--- config.mk ---
export PLATFORM = sky130hd
export DESIGN_NAME = dom_rand_gen_gf4
export DESIGN_NICKNAME = d
export VERILOG_FILES = /design/src/rtl/dom_rand_pkg.sv /design/src/rtl/lfsr64_multistep.sv /design/src/rtl/dom_rand_gen_gf4.sv
export SDC_FILE = /design/constraint.sdc
export NUM_CORES = 1
export LEC_CHECK = 0
export CAP_MARGIN = 20
export CORE_UTILIZATION = 30
export CTS_CLUSTER_SIZE = 8
export DETAILED_ROUTE_END_ITERATION = 12
export HOLD_SLACK_MARGIN = 0.15
export SETUP_SLACK_MARGIN = 0.15
export SYNTH_ARGS = -nofsm -noshare
export SYNTH_HDL_FRONTEND = slang
export SYNTH_SLANG_ARGS = --single-unit
--- constraint.sdc ---
create_clock -name ClkxCI -period 4.15 [get_ports ClkxCI]
set_clock_uncertainty 0.2 [all_clocks]
set_input_delay 0.83 -clock ClkxCI [delete_from_list [all_inputs] [get_ports ClkxCI]]
set_output_delay 0.83 -clock ClkxCI [all_outputs]
set_load 0.005 [all_outputs]
--- src/rtl/dom_rand_pkg.sv ---
// Shared types and constants for the DOM GF(4) randomness generator:
// FSM states, LFSR feedback taps and the derived random-word width.
package dom_rand_pkg;

  typedef enum logic [1:0] {
    IDLE,
    WARMUP,
    FILL,
    RUN
  } state_e;

  localparam int TAP0 = 63;
  localparam int TAP1 = 62;
  localparam int TAP2 = 60;
  localparam int TAP3 = 59;

  // An all-zero state would lock the LFSR, so a zero seed is replaced by this.
  localparam logic [63:0] ZERO_SEED_SUB = 64'h1;

  function automatic int rw_of(input int shares);
    return 2 * shares * (shares - 1) + 4 * shares;
  endfunction

endpackage

--- src/rtl/lfsr64_multistep.sv ---
// Combinational unrolling of STEPS single steps of the 64-bit Fibonacci LFSR;
// bits_o[0] is the first feedback bit generated.
module lfsr64_multistep
  import dom_rand_pkg::*;
#(
  parameter int STEPS = 12
) (
  input  logic [63:0]      state_i,
  output logic [63:0]      next_o,
  output logic [STEPS-1:0] bits_o
);

  logic [63:0] s;
  logic        n;

  // NOTE: every variable written here gets a default first, so no path leaves
  // a value unassigned and no latch is inferred.
  always_comb begin
    s      = state_i;
    n      = 1'b0;
    bits_o = '0;
    for (int k = 0; k < STEPS; k++) begin
      n         = s[TAP0] ^ s[TAP1] ^ s[TAP2] ^ s[TAP3];
      bits_o[k] = n;
      s         = {s[62:0], n};
    end
    next_o = s;
  end

endmodule

--- src/rtl/dom_rand_gen_gf4.sv ---
// Fresh Z/B randomness source for masked GF(4) multipliers: seedable LFSR,
// warm-up after every seed, valid/ready output that never re-issues a word.
module dom_rand_gen_gf4
  import dom_rand_pkg::*;
#(
  parameter int SHARES        = 2,
  parameter int WARMUP_CYCLES = 4
) (
  input  logic                            ClkxCI,
  input  logic                            RstxRI,
  input  logic [63:0]                     SeedxDI,
  input  logic                            SeedValidxSI,
  output logic                            SeedReadyxSO,
  output logic [2*SHARES*(SHARES-1)-1:0]  ZxDO,
  output logic [4*SHARES-1:0]             BxDO,
  output logic                            ValidxSO,
  input  logic                            ReadyxSI,
  output logic [31:0]                     WordCntxDO
);

  localparam int ZW = 2 * SHARES * (SHARES - 1);
  localparam int BW = 4 * SHARES;
  localparam int RW = rw_of(SHARES);
  localparam logic [7:0] WARM_LAST = 8'(WARMUP_CYCLES - 1);

  state_e        state_q, state_d;
  logic [63:0]   lfsr_q, lfsr_d, lfsr_next;
  logic [RW-1:0] word;
  logic [ZW-1:0] z_q, z_d;
  logic [BW-1:0] b_q, b_d;
  logic          valid_q, valid_d;
  logic [31:0]   cnt_q, cnt_d;
  logic [7:0]    warm_q, warm_d;

  logic          seed_ready;
  logic          seed_acc;
  logic          xfer;
  logic [63:0]   seed_g;

  lfsr64_multistep #(.STEPS(RW)) u_lfsr (
    .state_i (lfsr_q),
    .next_o  (lfsr_next),
    .bits_o  (word)
  );

  assign seed_ready = (state_q == IDLE) || (state_q == RUN);
  assign seed_acc   = SeedValidxSI && seed_ready;
  assign xfer       = valid_q && ReadyxSI;
  assign seed_g     = (SeedxDI == 64'h0) ? ZERO_SEED_SUB : SeedxDI;

  always_comb begin
    state_d = state_q;
    lfsr_d  = lfsr_q;
    z_d     = z_q;
    b_d     = b_q;
    valid_d = valid_q;
    cnt_d   = cnt_q;
    warm_d  = warm_q;
    unique case (state_q)
      IDLE: begin
        if (seed_acc) begin
          lfsr_d  = seed_g;
          warm_d  = 8'd0;
          state_d = WARMUP;
        end
      end
      WARMUP: begin
        lfsr_d = lfsr_next;
        if (warm_q == WARM_LAST) state_d = FILL;
        else                     warm_d  = warm_q + 8'd1;
      end
      FILL: begin
        lfsr_d  = lfsr_next;
        z_d     = word[ZW-1:0];
        b_d     = word[RW-1:ZW];
        valid_d = 1'b1;
        state_d = RUN;
      end
      RUN: begin
        // A transfer in the reseed cycle still completes and is counted.
        if (xfer) cnt_d = cnt_q + 32'd1;
        if (seed_acc) begin
          lfsr_d  = seed_g;
          warm_d  = 8'd0;
          valid_d = 1'b0;
          state_d = WARMUP;
        end else if (xfer) begin
          lfsr_d = lfsr_next;
          z_d    = word[ZW-1:0];
          b_d    = word[RW-1:ZW];
        end
      end
      default: state_d = IDLE;
    endcase
  end

  // NOTE: state registers use non-blocking assignments so every flop samples
  // the pre-edge values regardless of process ordering.
  always_ff @(posedge ClkxCI or posedge RstxRI) begin
    if (RstxRI) begin
      state_q <= IDLE;
      lfsr_q  <= '0;
      z_q     <= '0;
      b_q     <= '0;
      valid_q <= 1'b0;
      cnt_q   <= '0;
      warm_q  <= '0;
    end else begin
      state_q <= state_d;
      lfsr_q  <= lfsr_d;
      z_q     <= z_d;
      b_q     <= b_d;
      valid_q <= valid_d;
      cnt_q   <= cnt_d;
      warm_q  <= warm_d;
    end
  end

  assign SeedReadyxSO = seed_ready;
  assign ZxDO         = z_q;
  assign BxDO         = b_q;
  assign ValidxSO     = valid_q;
  assign WordCntxDO   = cnt_q;

endmodule

After elaboration in Yosys (flattened, before gate mapping)
Cells that the tools add are included.
Widths: inputs -> output; s select.

storage, ports and cells
  register bits = 119
  output and inout port bits = 46
  logic and storage cells = 91

cells by class
  add/subtract/negate cells = 2
  equality and inequality tests = 12
  muxes and demuxes = 19
  bitwise gates (word level) = 36
  reduce and logical (&&, ||, !) cells = 15

operators by type and width
  cell                   count
  $mux 64                4
  $pmux 64 s3            1
  $logic_not 64->1       1
  $xor 1x1->1            36
  $add 32x1->32 const B  1
  $mux 8                 4
  $pmux 8 s2             2
  $ne 2x2->1 const B     6
  $add 8x1->8 const B    1
  $eq 8x2->1 const B     1
  $mux 4                 2
  $pmux 4 s2             1
  $reduce_and 2->1       4
  $pmux 2 s3             1
  $reduce_and 3->1       2
  $eq 2x2->1 const B     2
  $mux 2                 2
  $reduce_bool 2->1      2
  $reduce_or 2->1        2
  $ne 3x3->1 const B     1
  $eq 2x1->1 const B     1
  $logic_and 1x1->1      2
  $logic_not 2->1        1
  $ne 2x1->1 const B     1
  other kinds (3)        3

Logic depth before layout (Yosys ltp)
Gate-level depths: netlist of the first run.

  word-level depth = 6
  gate-level depth with buffers = 9
  gate-level depth less buffers = 7

Hierarchy
From an unflattened synthesis of the first run, not the netlist that was laid out.

unflattened totals
  cells, all modules = 704
  area total of the unflattened synthesis = 6523.8 sq um

modules (own cells, without submodules)
  module            times used  cells each  area an instance (sq um)  sequential area each (sq um)
  dom_rand_gen_gf4  1           610         5759.3                    2977.9
  lfsr64_multistep  1           94          764.5                     0.0

Worst setup path before layout of the first run
OpenSTA, ideal clock, no wires.

  path type = in2reg
  start = input SeedxDI[19]
  end = register lfsr_q[10]
  setup time = 0.126 ns
  arrival = 2.158 ns
  path slack = 1.666 ns
  stages = 6
  path buffers = 1
  path through = nor4_1 > nand4_1 > nor4_4 > nor3_4 > buf_6 > a221o_1

between the ends
  longest elaborated chain between the ends = 4
  elaborated cells on any way between the ends = 5
  classes of those cells = mux (4); reduce/logical (1)

ends and longest elaborated chain
  item                        line                                            RTL
  from (decl)                 dom_rand_gen_gf4.sv:11                          input logic [63:0] SeedxDI,
  $logic_not 64->1 *          dom_rand_gen_gf4.sv:49                          assign seed_g = (SeedxDI == 64'h0) ? ZERO_SEED_SUB : SeedxDI;
  $mux 64 *                   dom_rand_gen_gf4.sv:49
  $mux 64 (on tied branches)  dom_rand_gen_gf4.sv:82, dom_rand_gen_gf4.sv:61
  $pmux 64 s3 *               dom_rand_gen_gf4.sv:59                          unique case (state_q)
  to (signal assigned)        dom_rand_gen_gf4.sv:110                         lfsr_q <= lfsr_d;
  to (decl)                   dom_rand_gen_gf4.sv:27                          logic [63:0] lfsr_q, lfsr_d, lfsr_next;

Mark *: on every way between the ends. The rest lies on a longest branch, timed or not. The select of a mux whose other input is x is not followed.
A chain may end at the register's enable or synchronous reset.

Worst setup path in the final report of the first run
  start = input SeedxDI[41]
  end = register lfsr_q[16]

The elaborated chain is that of the path after synthesis.

==> results of run 1 <==
-- final timing paths --
| path | startpoint | endpoint | cells after the start |
|---|---|---|---|
| worst max-delay path | SeedxDI[41] | lfsr_q[16] | 8 |
| worst min-delay path | WordCntxDO[31] | WordCntxDO[31] | 1 |
| worst max register to register | state_q[0] | lfsr_q[0] | 8 |
| worst min register to register | WordCntxDO[31] | WordCntxDO[31] | 1 |
| max in group asynchronous | RstxRI | lfsr_q[38] | 3 |
| min in group asynchronous | RstxRI | WordCntxDO[31] | 2 |
-- power by group through the flow --
stage	registers (W)	logic [W]	clock network, W
5_1_grt	0.00171	0.00218	0.00139
3_3_place_gp	0.00168	0.00193	0
4_1_cts	0.00167	0.00199	0.00132
6_report	0.00167	0.00200	0.00130
3_5_place_dp	0.00168	0.00197	0
2_1_floorplan	0.00162	0.00142	0
-- state kept, by name, summed over array words and instances (netlist names) --
name and flops:
WordCntxDO 32, lfsr_q 64, ZxDO 4, ValidxSO 1, state_q 2, BxDO 8
warm_q 8
-- critical path, stage by stage --
cell,delay [ns]
clkdlybuf4s50_1,0.44
nor4_1,0.44
buf_4,0.18
nand4_1,0.17
nor4_4,0.45
nor3_4,0.17
buf_12,0.23
a221o_2,0.34
-- layer usage --
metal / part of all wire [%] / up-vias
met5: 0 / -
met4: 1.4 / 0
met3: 4.6 / 16
met2: 47 / 141
met1: 47 / 2274
li1: - / 2142
-- final cells by class --
| type | count | area (um^2) |
|---|---|---|
| Multi-Input combinational cell | 346 | 2600 |
| Fill cell | 1764 | 11100 |
| Inverter | 8 | 33.8 |
| Clock inverter | 5 | 52.6 |
| Clock buffer | 23 | 458 |
| Timing Repair Buffer | 121 | 1220 |
| Sequential cell | 119 | 2980 |
| Tap cell | 234 | 293 |
-- cell families (layout without fill, tap and decap cells) --
group | Yosys count | count (layout)
adders and majority gates | 7 | 7
muxes | 13 | 13
and+or+nand+nor | 174 | 174
DFF | 119 | 119
buffers and inverters | 37 | 157
AOI/OAI and AO/OA | 94 | 94
xor gates and xnor gates | 58 | 58
-- through the flow --
step | cells | hold WS [ns]
floorplan | 502 | 0.251
global placement | 828 | 0.264
detailed placement | 828 | 0.265
CTS | 856 | 0.274
global route | 856 | 0.307
finish | 856 | 0.270
-- placed cells by master (no fill, tap or decap), drive strengths merged, types with 2 or more instances in the layout --
cell type,n
clkbuf,23
o31ai,4
clkinvlp,2
inv,7
xnor2,40
buf,8
clkinv,3
nor4,19
nor3,5
o21a,2
a21o,2
nor4b,2
dfrtp,119
and3,67
nand2b,2
or2,2
a22o,3
nor2,17
nand3,6
a221o,63
ha,7
nor2b,2
and4,3
mux2,13
o21ai,9
a21oi,7
nand2,30
xor2,18
clkdlybuf4s50,113
nand4,17
==> run summary, run 1 <==
* 32.5% — Layout Area Growth over Synthesis
* 0.00576 mm^2 — netlist area before placement
* 25100 um — first-pass GRT wire length
* flop — crit end category
* 44.7% — worst relative slew slack
* 0.05 ns — clock slew at reported path FFs
* met2 — busiest layer in global routing
* 4478 — number of global-route vias before repair
* 0 — Slew Limit Fails
* 0.00763 mm^2 — post-route design area
* 2 — CTS Buffer Depth
* 0 — count of nets left with antenna violations after detail routing
* 0 — residual DRC count
* 24.7% — met2 usage in global routing
* 0.00497 W — PnR Total Power
* 100% — asr flop ratio synth
* 0.00320 W — internal power contribution
* 0 — antenna cell count
* 17 — number of buffers inserted during clock tree synthesis
* false — RSZ-0062 raised after global routing
* 651 mW/mm^2 — power density over cell area
* 119 — total number of clock tree sinks
* 141 um — chip width
* 0 — YS warnings
* 40.7% — share of the core filled with cells
* dfrtp_1 — primary flip-flop cell chosen by synthesis mapping
* 4.25 ns — Required @ worst endpoint
* 0.544 ns — worst setup slack after placement
* 4 — first-pass detailed-route iteration total
* 0.0188 mm^2 — area inside the core boundary
* 2.54% — mux contribution to synthesized area
* 11.5 um^2 — post-synthesis area per instance
* 76.7% — fin crit share
* input port to flop — crit path kind
* 0 ns — setup_tns
* 50 — Cell Rows
* 502 — post-synthesis instance total
* 0 — antenna violations before repair
* 11400 um — post-DP HPWL
* 119 — number of register bits inferred by synthesis
* 0.968 ns — smallest setup slack after layout
* 15700 um — total wire length
* 35.6% — share of total power consumed by net switching
* 40.2% — Combinational Power Share
* 3.47 nW — leakage power summed over all cells
* 0.831 — final weighted congestion in routability-driven placement
* 0 — CTS hold repair buffers
* 84 — maximum number of pins on one net before global-route repair
* 141 um — height of the die
* 33.6% — Flop pwr share
* 688 — number of nets in the finished design
* 1.52% — arithmetic-cell share of the synthesized area counting full adders, half adders and majority gates
* 0.42 ns — clock latency on the worst-skew pair
* 577 — Syn Nets
* 0 — Final Setup Violations
* 16.6% — global-route total usage across every layer
* 0 — Max Cap Violations
* 3.84% — met3 track utilization from global routing
* 5.34 — average vias per placed instance
* 114 — total I/O pin count
* 1.33 ns — flop2flop setup slack
* 0 — overflow left after global routing
* 0.00712 mm^2 — total placed instance area
* simple AND/OR/NAND/NOR gates — main combinational cell family by area after synthesis
* 51.7% — sequential share of the synthesized area
* dfrtp_1, a221o_1, and3_1 — top post-synthesis cells by area
* 0 — Post-CTS Setup Repair Bufs
* 0.000455 V — peak supply drop
* 30.7% — Initial Util
* 4 — H-tree level count
* 0 — Final Hold Viols
* 0 — number of enable flip-flop cells after synthesis
* clkbuf_16 — buffer cell driving the clock tree root
* 18.4 um — Routed WL per cell
* 0.00177 W — power dissipated by switching net loads
* 0 — number of gates resized after cts
* 26.2% — Clk pwr share
* 42 — post-synth cell types
* 17.7% — share of synthesized cell area in and, or, nand and nor gates
* done — clock tree from TritonCTS
* 51.7% — share of the synthesized area in the top cell type
* dfrtp_1, and3_1, a221o_1, xnor2_1, nand2_1 — most frequent cells after synthesis
* dfrtp_1 — most frequently used cell type in the post-synthesis netlist
* input port — crit path launch type
* 4573 — count of vias placed by the detailed router
* 51 — maximum net fanout on the critical path
* flop to flop — type of the most critical hold path
* 14.4% — complex-gate fraction of the synthesized area
* 422 — number of DRC markers after the initial detailed-route iteration
* 3.18 ns — minimum period implied by the final worst setup slack
* 0.828 ns — Tightest Pin Transition
* 3.28 ns — endpoint arrival time on the critical path
* dfrtp_1 — Yosys top cell by area
* 0.0198 mm^2 — Die Outline Area
* 9.65% — fraction of layout instances using a drive strength above 1
* 23.5% — met1 usage in global routing
* 314 MHz — Highest Clock Rate
* 113 — input/output buffers
* finished clean — status
* 8.82% — xor and xnor fraction of the mapped netlist area
Power figures use the tool's default switching activity.
==> inputs of run 2 (changes only) <==
Clock period 4.15 ns to 2.8 ns, I/O delays scaled along.
==> run 2 against run 1 <==
Sequential power increased by 48%. Total power increased by 57%. Global-route usage increased by 1.1 points. First-iteration DRC count decreased by 23%. Highest routed layer unchanged.
==> run summary, run 2 (synthesized netlist as in run 1, its figures left out) <==
* 323 — number of DRC markers after the initial detailed-route iteration
* 141 um — height of the die
* 750 — number of nets in the finished design
* 66.8% — worst relative slew slack
* 0.000539 V — peak supply drop
* inv_1 > ha_4 > inv_4 > clkdlybuf4s50_1 — cells traversed along the worst timing path
* 4 — H-tree level count
* flop to flop — type of the most critical hold path
* 0 — Max Cap Violations
* 0 — Final Hold Viols
* clkdlybuf4s50_1 — critical-path cell with the highest stage delay
* 0.52 ns — Critical Path Max Stage Delay
* 3.83 nW — leakage power summed over all cells
* 0.42 ns — clock latency on the worst-skew pair
* 948 mW/mm^2 — power density over cell area
* 31.6% — Flop pwr share
* 18.4 um — Routed WL per cell
* finished clean — status
* 0 — Final Setup Violations
* 30.7% — Initial Util
* clkbuf_16 — buffer cell driving the clock tree root
* 4936 — count of vias placed by the detailed router
* 0.06 ns — clock slew at reported path FFs
* 27.4% — Clk pwr share
* 12200 um — post-DP HPWL
* 6 — first-pass detailed-route iteration total
* 2.66 ns — minimum period implied by the final worst setup slack
* 43.3% — Layout Area Growth over Synthesis
* 0.496 ns — Tightest Pin Transition
* 0.00503 W — internal power contribution
* 50 — Cell Rows
* 5.35 — average vias per placed instance
* 16900 um — total wire length
* 11 — maximum net fanout on the critical path
* 141 um — chip width
* 0 — antenna cell count
* 17 — number of buffers inserted during clock tree synthesis
* 114 — total I/O pin count
* lfsr_q — register containing the most flip-flops in the final layout
* 0 — antenna violations before repair
* 0 — count of nets left with antenna violations after detail routing
* 5013 — number of global-route vias before repair
* 890 — total instance count after detailed placement
* 0.0188 mm^2 — area inside the core boundary
* 35.7% — share of total power consumed by net switching
* 922 — number of non-filler instances in the completed layout
* 2.04 ns — Required @ worst endpoint
* 17.7% — global-route total usage across every layer
* 0.847 — final weighted congestion in routability-driven placement
* primary output — crit end category
* 80 — maximum number of pins on one net before global-route repair
* buffers and inverters — cell class contributing the biggest share of worst-path delay
* 26800 um — first-pass GRT wire length
* 94.9% — fin crit share
* 376 MHz — Highest Clock Rate
* true — RSZ-0062 raised after global routing
* 64 — number of flip-flops in the largest register
* flop — crit path launch type
* 0 — residual DRC count
* 0.00279 W — power dissipated by switching net loads
* 0 — overflow left after global routing
* done — clock tree from TritonCTS
* 2 — CTS Buffer Depth
* 1.90 ns — endpoint arrival time on the critical path
* 3 — crit path buf inv count
* 113 — input/output buffers
* 0.0198 mm^2 — Die Outline Area
* 19.2% — fraction of layout instances using a drive strength above 1
* 0 ns — setup_tns
* 0 — Post-CTS Setup Repair Bufs
* 119 — total number of clock tree sinks
* 0 — Slew Limit Fails
* 41.0% — Combinational Power Share
* flop to primary output — crit path kind
* dfrtp_1 — most common cell after layout, fill and taps aside
* dfrtp_1, clkdlybuf4s50_1, and3_1 — most used cells in the layout excluding fill and tap cells
-- run 2: cell count changes in the layout (fill, tap and decap cells not counted), sizes merged --
cell	before	now
clkinvlp	2	5
bufinv	1	2
buf	8	70
clkbuf	23	20
clkinv	3	6
-- run 2: final cells by class --
type | count | area [um^2]
well taps | 234 | 293
flip-flops and latches | 119 | 2980
inverters | 8 | 36.3
clock inverters | 12 | 128
repair buffers | 183 | 1730
clock buffers | 20 | 457
fillers | 1751 | 10500
multi-input cells | 346 | 2630
-- run 2: final timing paths --
check,from,to,slack [ns],cells past startpoint
min in group asynchronous,RstxRI,WordCntxDO[31],0.38,3
max,state_q[0],SeedReadyxSO,0.14,4
max in group asynchronous,RstxRI,lfsr_q[0],1.61,3
min reg2reg,WordCntxDO[31],WordCntxDO[31],0.27,1
max reg2reg,state_q[0],lfsr_q[62],0.47,7
min,WordCntxDO[31],WordCntxDO[31],0.27,1
-- run 2: repair_timing --
item / CTS / global route
hold buffers: 0 / 0
gates resized for setup: 2 / 3
setup endpoints to repair: 65 / 64
gates cloned: 0 / 0
-- run 2: stage by stage --
| stage | total power [W] | utilization (%) | cell area [um^2] | worst slack (ns) | hold WS (ns) |
|---|---|---|---|---|---|
| after floorplan | 0.00450 | - | 5760 | 0.584 | 0.251 |
| after global placement | 0.00551 | 40.7 | 7640 | -0.477 | 0.264 |
| after detailed placement | 0.00562 | 40.7 | 7640 | -0.473 | 0.269 |
| after CTS | 0.00781 | 43.9 | 8230 | 0.000898 | 0.276 |
| after global routing | 0.00827 | 44.0 | 8250 | 0.0616 | 0.300 |
| final | 0.00782 | 44.0 | 8250 | 0.143 | 0.270 |
-- run 2: power by group through the flow --
stage | Sequential (W) | Combinational, W | Clock (W)
final | 0.00247 | 0.00321 | 0.00215
after global routing | 0.00252 | 0.00349 | 0.00226
after CTS | 0.00247 | 0.00317 | 0.00218
after detailed placement | 0.00249 | 0.00314 | 0
after global placement | 0.00247 | 0.00305 | 0
after floorplan | 0.00239 | 0.00210 | 0
-- run 2: metal layers --
| metal | vias to the layer above | global-route usage, % | part of all wire, % |
|---|---|---|---|
| li1 | 2262 | - | - |
| met1 | 2465 | 22.6 | 44 |
| met2 | 172 | 28.2 | 47 |
| met3 | 37 | 4.72 | 5.6 |
| met4 | 0 | 7.84 | 3.2 |
| met5 | - | 0 | 0 |
==> inputs of run 3 (changes only) <==
Settings changed: SYNTH_HIERARCHICAL from default to 1.
==> run 3 against run 2 <==
Utilization fell by 5.4 points. Sequential share of layout area rose by 0.38 points. Critical path type unchanged. Worst setup slack improved by 0.10 ns. Flip-flop and latch count did not move.
==> run summary, run 3 <==
* buffers and inverters — cell class contributing the biggest share of worst-path delay
* simple AND/OR/NAND/NOR gates — main combinational cell family by area after synthesis
* 149 um — height of the die
* 0 — Max Cap Violations
* 5 — number of gates resized after cts
* 17.0% — global-route total usage across every layer
* 64 — number of flip-flops in the largest register
* 1000 mW/mm^2 — power density over cell area
* nand3_1 — most frequently used cell type in the post-synthesis netlist
* 0 — CTS hold repair buffers
* 0.00298 mm^2 — combined flip-flop and latch cell area
* 0.52 ns — Critical Path Max Stage Delay
* 0.00287 mm^2 — area of the multi-input gates
* 29000 um — first-pass GRT wire length
* 7 — maximum net fanout on the critical path
* 2124 — Filler Cell Count
* dfrtp_1 — Yosys top cell by area
* 0 — count of nets left with antenna violations after detail routing
* lfsr_q[19] — endpoint of the worst register-to-register path
* 0.243 ns — smallest setup slack after layout
* 9.27 um^2 — post-synthesis area per instance
* 0 — Final Hold Viols
* 100% — asr flop ratio synth
* flop — crit path launch type
* flop to primary output — crit path kind
* 0.42 ns — clock latency on the worst-skew pair
* 0 — antenna violations before repair
* flop to flop — type of the most critical hold path
* 779 — Syn Nets
* 91.3% — fin crit share
* clkbuf_16 — buffer cell driving the clock tree root
* 1 — Worst Hold Path Cells
* 2 — CTS Buffer Depth
* 1.80 ns — endpoint arrival time on the critical path
* 2.57% — mux contribution to synthesized area
* 0 — residual DRC count
* 0.813 — final weighted congestion in routability-driven placement
* state_q[0] — launching point of the worst reg2reg path
* clkdlybuf4s50_1 — critical-path cell with the highest stage delay
* 12900 um — post-DP HPWL
* 0 — Post-CTS Setup Repair Bufs
* 119 — total number of clock tree sinks
* nand3_1, dfrtp_1, clkdlybuf4s50_1 — most used cells in the layout excluding fill and tap cells
* 3 — crit path buf inv count
* 45.6% — share of the synthesized area in the top cell type
* 56.2% — worst relative slew slack
* 10.1% — fraction of layout instances using a drive strength above 1
* 30.8% — Initial Util
* 6 — depth of the most critical reg-to-reg path
* 0.000691 V — peak supply drop
* WordCntxDO[31] — Worst Hold End
* 5260 — count of vias placed by the detailed router
* dfrtp_1, nand3_1, buf_4 — top post-synthesis cells by area
* WordCntxDO[31] — hold path startpoint
* 9.07% — xor and xnor fraction of the mapped netlist area
* nand3_1, dfrtp_1, nand2_1, buf_4, xnor2_1 — most frequent cells after synthesis
* finished clean — status
* 3.54 nW — leakage power summed over all cells
* 0.06 ns — clock slew at reported path FFs
* 0 — antenna cell count
* primary output — crit end category
* 53 — Cell Rows
* 17 — number of buffers inserted during clock tree synthesis
* 825 — number of nets in the finished design
* 114 — total I/O pin count
* 0.266 ns — worst hold slack after final layout
* 25.2% — Layout Area Growth over Synthesis
* 1035 — number of non-filler instances in the completed layout
* 0.125 ns — worst setup slack after placement
* 5.08 — average vias per placed instance
* 391 MHz — Highest Clock Rate
* 17.7 um — Routed WL per cell
* 2.56 ns — minimum period implied by the final worst setup slack
* 0.0223 mm^2 — Die Outline Area
* 38.6% — share of the core filled with cells
* 0 ns — setup_tns
* 1.34% — arithmetic-cell share of the synthesized area counting full adders, half adders and majority gates
* 18300 um — total wire length
* 0.652 ns — Tightest Pin Transition
* 79 — maximum number of pins on one net before global-route repair
* nand3_1 — most common cell after layout, fill and taps aside
* lfsr_q — register containing the most flip-flops in the final layout
* 1006 — total instance count after detailed placement
* 0 — number of enable flip-flop cells after synthesis
* 483 — number of DRC markers after the initial detailed-route iteration
* 2.45% — complex-gate fraction of the synthesized area
* 28.1% — share of synthesized cell area in and, or, nand and nor gates
* 119 — number of register bits inferred by synthesis
* 0 — Slew Limit Fails
* 45.6% — sequential share of the synthesized area
* dfrtp_1 — primary flip-flop cell chosen by synthesis mapping
* done — clock tree from TritonCTS
* false — RSZ-0062 raised after global routing
* 0 — Final Setup Violations
* 50 — post-synth cell types
* 2.04 ns — Required @ worst endpoint
* inv_2 > ha_4 > inv_4 > clkdlybuf4s50_1 — cells traversed along the worst timing path
* 149 um — chip width
* 0.00652 mm^2 — netlist area before placement
* 5293 — number of global-route vias before repair
* 0.0212 mm^2 — area inside the core boundary
* 704 — post-synthesis instance total
* 4 — H-tree level count
* 4 — first-pass detailed-route iteration total
* 6 — YS warnings
* 0.52 ns — flop2flop setup slack
* 113 — input/output buffers
* 0 — overflow left after global routing
==> run 3: how the worst max path moves through the flow <==
stage               start      endpoint  cells past startpoint
2_1_floorplan  state_q[0]       BxDO[0]                      7
3_3_place_gp   SeedxDI[3]     lfsr_q[0]                      6
3_5_place_dp   SeedxDI[3]     lfsr_q[0]                      6
4_1_cts        state_q[1]  SeedReadyxSO                      4
5_1_grt        state_q[0]  SeedReadyxSO                      4
6_report       state_q[0]  SeedReadyxSO                      4
==> run 3: cell families after synthesis <==
| group | after synthesis |
|---|---|
| mux | 15 |
| flops | 119 |
| xor+xnor | 65 |
| compound gates | 23 |
| buf+inv | 116 |
| simple gates | 359 |
| fa+ha+maj | 7 |
==> run 3: metal layers <==
metal	global-route usage, %	vias to the layer above	share of wire (%)
li1	-	2478	-
met1	22.0	2604	44
met2	27.3	156	48
met3	4.24	22	6.0
met4	6.43	0	2.1
met5	0	-	0
==> run 3: power by group <==
group	total [W]	internal (W)	switching [W]	leakage (nW)
sequential	0.00254	0.00218	0.000360	1.57
clock	0.00217	0.00139	0.000778	0.276
combinational	0.00349	0.00139	0.00210	1.69
==> run 3: metrics by stage <==
stage / cell area [um^2] / total power (W)
3_5_place_dp: 7570 / 0.00602
2_1_floorplan: 6530 / 0.00539
5_1_grt: 8170 / 0.00872
3_3_place_gp: 7570 / 0.00598
4_1_cts: 8170 / 0.00825
6_report: 8170 / 0.00819
==> run 3: area by class of cell <==
type                            instances  area share (%)
Clock buffer                           22            5.93
Clock inverter                          7            1.18
Inverter                               12           0.628
Multi-Input combinational cell        469            35.2
Sequential cell                       119            36.5
Tap cell                              275            4.21
Timing Repair Buffer                  131            16.4
==> run 3: worst register-to-register path: cells and delay by family (launching register included) <==
| kind | cells | cell delay [ns] |
|---|---|---|
| simple gates | 2 | 0.20 |
| compound gates | 2 | 0.87 |
| flops | 1 | 0.38 |
| buf+inv | 1 | 0.24 |
| fa+ha+maj | 1 | 0.34 |
==> RTL change 1 (settings of run 1) <==
`lfsr_q` no longer has a reset.
--- a/src/rtl/dom_rand_gen_gf4.sv
+++ b/src/rtl/dom_rand_gen_gf4.sv
@@ -100,5 +100,4 @@
     if (RstxRI) begin
       state_q <= IDLE;
-      lfsr_q  <= '0;
       z_q     <= '0;
       b_q     <= '0;
@@ -108,5 +107,4 @@
     end else begin
       state_q <= state_d;
-      lfsr_q  <= lfsr_d;
       z_q     <= z_d;
       b_q     <= b_d;
@@ -115,4 +113,8 @@
       warm_q  <= warm_d;
     end
+  end
+
+  always_ff @(posedge ClkxCI) begin
+    lfsr_q <= lfsr_d;
   end
 
Check against the original RTL: no difference found for any inputs over 4 cycles, from zero or initial values and one cycle with RstxRI high; that may be too few to reach the edited logic, so the function may still have changed.
==> RTL change 1 against run 1 <==
Worst setup slack improved by 0.088 ns; largest cell class unchanged; synthesized area decreased by 4.2%; sequential cell count stayed put; wire length down 12%; hold slack improved by 0.0061 ns; cell count decreased by 8.5%; non-clock buffer count is 3 lower; power rose by 21%; largest power group unchanged; final area fell by 0.61%; synthesized cell count fell by 17%.
==> RTL change 1: results (changes against run 1) <==
- Outcome: complete, no violations
- Static Leak: 2.924 nW (-16%)
- CTS hold repair buffers: 0 (unchanged)
- Pin count of the biggest net entering global routing: 65 (-23%)
- Total number of vias: 3,981 (-13%)
- Clk root buf: clkbuf_16
- Clock Path Buffers: 2 (unchanged)
- Top reg by flops: lfsr_q
- Most frequent cells after synthesis: a22o_1, edfxtp_1, dfrtp_1, xnor2_1, nand3_1
- Initial antenna violation count: 0 (unchanged)
- Cts repair resizes: 0 (unchanged)
- Max incr delay on CP: 0.57 ns (+0.12 ns)
- Slew HR: 46.22% (+1.5 points)
- CTS H-tree depth: 4 (unchanged)
- Final GP Congestion: 0.8226 (-0.95%)
- Async SR Flop Fraction: 46.22% (-54 points)
- Fillers: 1,654 (-6.2%)
- Primary FF master, synth: edfxtp_1
- Crit path arrival time: 2.06 ns (-1.22 ns)
- Syn Nets: 494 (-14%)
- Max rail drop VDD: 474.5 µV (+4.3%)
- Total of warnings raised by yosys: 0 (unchanged)
- Synth cell types: 35 (-17%)
- Number of synthesized flops with an enable pin: 64 (+64)
- First-pass GRT wire length: 21,450 µm (-15%)
- Synth top area cells: edfxtp_1, dfrtp_1, a22o_1, xnor2_1, mux2_2
- Vias in the first global route: 3,938 (-12%)
- Drt pass-1 iters: 4 (unchanged)
- Flops & latches, synth: 119 (unchanged)
- Iteration-0 DRC Markers: 238 (-44%)
- CTS clk-pin slew, worst paths: 0.06 ns
- Diode count: 0 (unchanged)
- Worst path slowest cell: clkdlybuf4s50_1
- Critical path fanouts, max: 5 (-90%)
- Fraction of layout cells with a size suffix above 1: 10.47% (+0.82 points)
- Tot GR Track Use: 15.35% (-1.2 points)
- Sequential-to-total area share from yosys stat: 59.76% (+8.1 points)
- Worst Hold Class: register to register
- Total Nets Final: 616 (-10%)
- Worst Reg-to-Reg Cells: 6 (-2)
- Setup bufs post-CTS: 0 (unchanged)
- Drt wl/cell: 17.75 µm (-3.5%)
- DP HPWL: 10,360 µm (-9.0%)
## RTL change 1: path summary, 6_finish.rpt
kind	from	end	slack, ns
hold reg to reg	WordCntxDO[31]$_DFFE_PP0P_	WordCntxDO[31]$_DFFE_PP0P_	0.28
max in group asynchronous	RstxRI	ZxDO[2]$_DFFE_PP0P_	2.70
hold / removal	WordCntxDO[31]$_DFFE_PP0P_	WordCntxDO[31]$_DFFE_PP0P_	0.28
setup reg to reg	state_q[0]$_DFFE_PP0P_	lfsr_q[9]$_DFFE_PP_	1.38
setup / recovery	state_q[0]$_DFFE_PP0P_	SeedReadyxSO	1.06
min in group asynchronous	RstxRI	WordCntxDO[4]$_DFFE_PP0P_	0.51
## RTL change 1: cell type report
type | instances | area (µm²) | share of cell area, %
clock inverter | 15 | 200.2 | 2.638
sequential | 119 | 3298 | 43.46
timing repair buffer | 118 | 1206 | 15.89
inverter | 7 | 26.28 | 0.3462
tap | 229 | 286.5 | 3.776
multi-input combinational | 278 | 2146 | 28.28
clock buffer | 17 | 425.4 | 5.606
## RTL change 1: power by group
part / total, mW / switching [mW] / internal, mW / leakage [nW]
sequential: 2.17 / 0.213 / 1.95 / 1.40
clock: 1.55 / 0.545 / 1.01 / 0.298
combinational: 2.32 / 1.28 / 1.04 / 1.23
## RTL change 1: critical path: cells and delay by family, from the launching register on
kind                     cells  cell delay (ns)
adder cells (fa/ha/maj)      1             0.37
flip-flops                   1             0.39
buffers and inverters        3             0.90
## RTL change 1: logic make-up (layout without fill, tap and decap cells)
group | Yosys count | in the layout | share of synthesized area [%]
xor gates and xnor gates | 62 | 62 | 9.839
muxes | 15 | 15 | 3.015
adders and majority gates | 7 | 7 | 1.587
AOI/OAI and AO/OA | 82 | 82 | 12.40
DFF | 119 | 119 | 59.76
buffers and inverters | 22 | 157 | 1.542
and+or+nand+nor | 112 | 112 | 11.86
## RTL change 1: per-stage QoR
stage	cells	setup slack (ns)	cell area, µm²	hold slack, ns
after floorplan	419	1.079	5519	0.2683
after global routing	783	0.9507	7589	0.2994
after global placement	750	1.158	6943	0.2652
final	783	1.056	7589	0.2763
after CTS	783	1.041	7589	0.2878
after detailed placement	751	1.100	6963	0.2803
## RTL change 1: metal layers
metal / up-vias / track usage [%] / part of all wire (%)
li1: 1870 / - / -
met1: 1979 / 20.65 / 45
met2: 114 / 23.81 / 48
met3: 18 / 3.422 / 5.1
met4: 0 / 6.166 / 1.7
met5: - / 0 / 0
==> RTL change 2 (config.mk and constraints of run 1) <==
Made on the original files. Change the parameter `SHARES` from 2 to 4.
--- a/src/rtl/dom_rand_gen_gf4.sv
+++ b/src/rtl/dom_rand_gen_gf4.sv
@@ -4,5 +4,5 @@
   import dom_rand_pkg::*;
 #(
-  parameter int SHARES        = 2,
+  parameter int SHARES        = 4,
   parameter int WARMUP_CYCLES = 4
 ) (
Ports: changed (resized BxDO and ZxDO); port bits go from 114 to 142. No check against the original RTL was run, so the function may have changed too.
==> RTL change 2 against run 1 <==
Wire length rose by 33%; power is 59% higher; synthesized area is 27% higher; via count grew 19%; synthesized cell count rose by 22%; critical path depth shrank 1; non-clock buffer count grew 28; global-route usage rose by 0.81 points; sequential cell count up 28; combinational power rose by 98%; worst setup slack got worse by 0.020 ns; final area rose by 27%.
==> RTL change 2: results (changes against run 1) <==
- Total number of vias: 5,438 (+19%)
- Total Nets Final: 822 (+19%)
- Worst path slowest cell: nor4_1
- Max rail drop VDD: 361.8 µV (-20%)
- Met3 wire length: 1181 µm (+63%)
- Tot GR Track Use: 17.40% (+0.81 points)
- Post-route insts no fill: 1,079 (+26%)
- Pin count of the biggest net entering global routing: 103 (+23%)
- Drt wl/cell: 19.38 µm (+5.3%)
- # port buffers: 141 (+25%)
- R2R setup slack: 1.50 ns (+0.17 ns)
- Fraction of layout cells with a size suffix above 1: 11.99% (+2.3 points)
- Outcome: complete, no violations
- DP HPWL: 15,260 µm (+34%)
- Synth cell types: 39 (-7.1%)
- First-pass GRT wire length: 32,340 µm (+29%)
- Post-Route M1 WL: 9903 µm (+34%)
- Slew HR: 51.90% (+7.2 points)
- Static Leak: 4.278 nW (+23%)
- Synth top area cells: dfrtp_1, xnor2_1, a221o_1, mux2_2, and3_1
- Syn Nets: 687 (+19%)
- Wire length on met2: 9545 µm (+29%)
- Post-Place Cell Area: 9055 µm² (+27%)
- Critical path fanouts, max: 36 (-29%)
- Crit path arrival time: 3.31 ns (+0.03 ns)
- Vias in the first global route: 5,479 (+22%)
- Initial antenna violation count: 2 (+2)
-- RTL change 2: changes by cell type after synthesis, moves of 5 or more --
cell,delta
o21ai_0,-5
xor2_1,+26
buf_1,-6
clkbuf_1,+6
dfrtp_1,+28
nand3_1,+9
nor2_1,-5
xnor2_1,+39
nand2_1,-9
mux2_2,+28
-- RTL change 2: cell type report --
cell class	count	share of cell area [%]
Antenna cell	1	0.02585
Clock buffer	22	4.796
Clock inverter	9	1.344
Inverter	9	0.3878
Multi-Input combinational cell	423	35.65
Sequential cell	147	38.00
Tap cell	319	4.124
Timing Repair Buffer	149	15.67
-- RTL change 2: worst max-delay path, delay by kind of cell --
kind	cells	cell delay (ns)
simple gates	4	1.48
buf+inv	2	0.67
compound gates	1	0.31
-- RTL change 2: worst paths after layout --
kind / start / endpoint / depth (start not counted)
setup / recovery: SeedxDI[3] / lfsr_q[44]$_DFFE_PP0P_ / 7
hold / removal: WordCntxDO[31]$_DFFE_PP0P_ / WordCntxDO[31]$_DFFE_PP0P_ / 1
setup reg to reg: state_q[0]$_DFFE_PP0P_ / lfsr_q[0]$_DFFE_PP0P_ / 8
hold reg to reg: WordCntxDO[31]$_DFFE_PP0P_ / WordCntxDO[31]$_DFFE_PP0P_ / 1
max in group asynchronous: RstxRI / lfsr_q[39]$_DFFE_PP0P_ / 3
min in group asynchronous: RstxRI / lfsr_q[44]$_DFFE_PP0P_ / 2
-- RTL change 2: cells by family (layout without fill, tap and decap cells) --
| logic type | count (synthesis) | after routing | share of synthesized area [%] |
|---|---|---|---|
| XOR/XNOR | 123 | 123 | 14.72 |
| other | 0 | 1 | 0 |
| flip-flops | 147 | 147 | 50.27 |
| multiplexers | 42 | 42 | 6.447 |
| AO/OA/AOI/OAI | 83 | 83 | 10.41 |
| buffers and inverters | 42 | 189 | 2.890 |
| adder cells (fa/ha/maj) | 7 | 7 | 1.197 |
| AND/OR/NAND/NOR | 168 | 168 | 14.06 |
-- RTL change 2: routing by layer --
layer	GRT usage, %	vias up
li1	-	2534
met5	0	-
met2	25.77	162
met1	24.79	2724
met4	5.815	0
met3	3.969	18
-- RTL change 2: power groups by stage --
stage          clock (mW)  sequential [mW]  combinational (mW)
2_1_floorplan           0             2.28                2.65
3_3_place_gp            0             2.38                3.90
3_5_place_dp            0             2.38                3.92
4_1_cts              1.61             2.36                3.95
5_1_grt              1.68             2.42                4.30
6_report             1.58             2.36                3.97
-- RTL change 2: through the flow --
step / power, mW / hold WS (ns) / worst slack [ns]
2_1_floorplan: 4.933 / 0.2684 / 1.273
3_3_place_gp: 6.281 / 0.2607 / 0.3668
5_1_grt: 8.409 / 0.3035 / 0.8604
3_5_place_dp: 6.302 / 0.2665 / 0.3600
6_report: 7.915 / 0.2652 / 0.9482
4_1_cts: 7.920 / 0.2741 / 0.8032
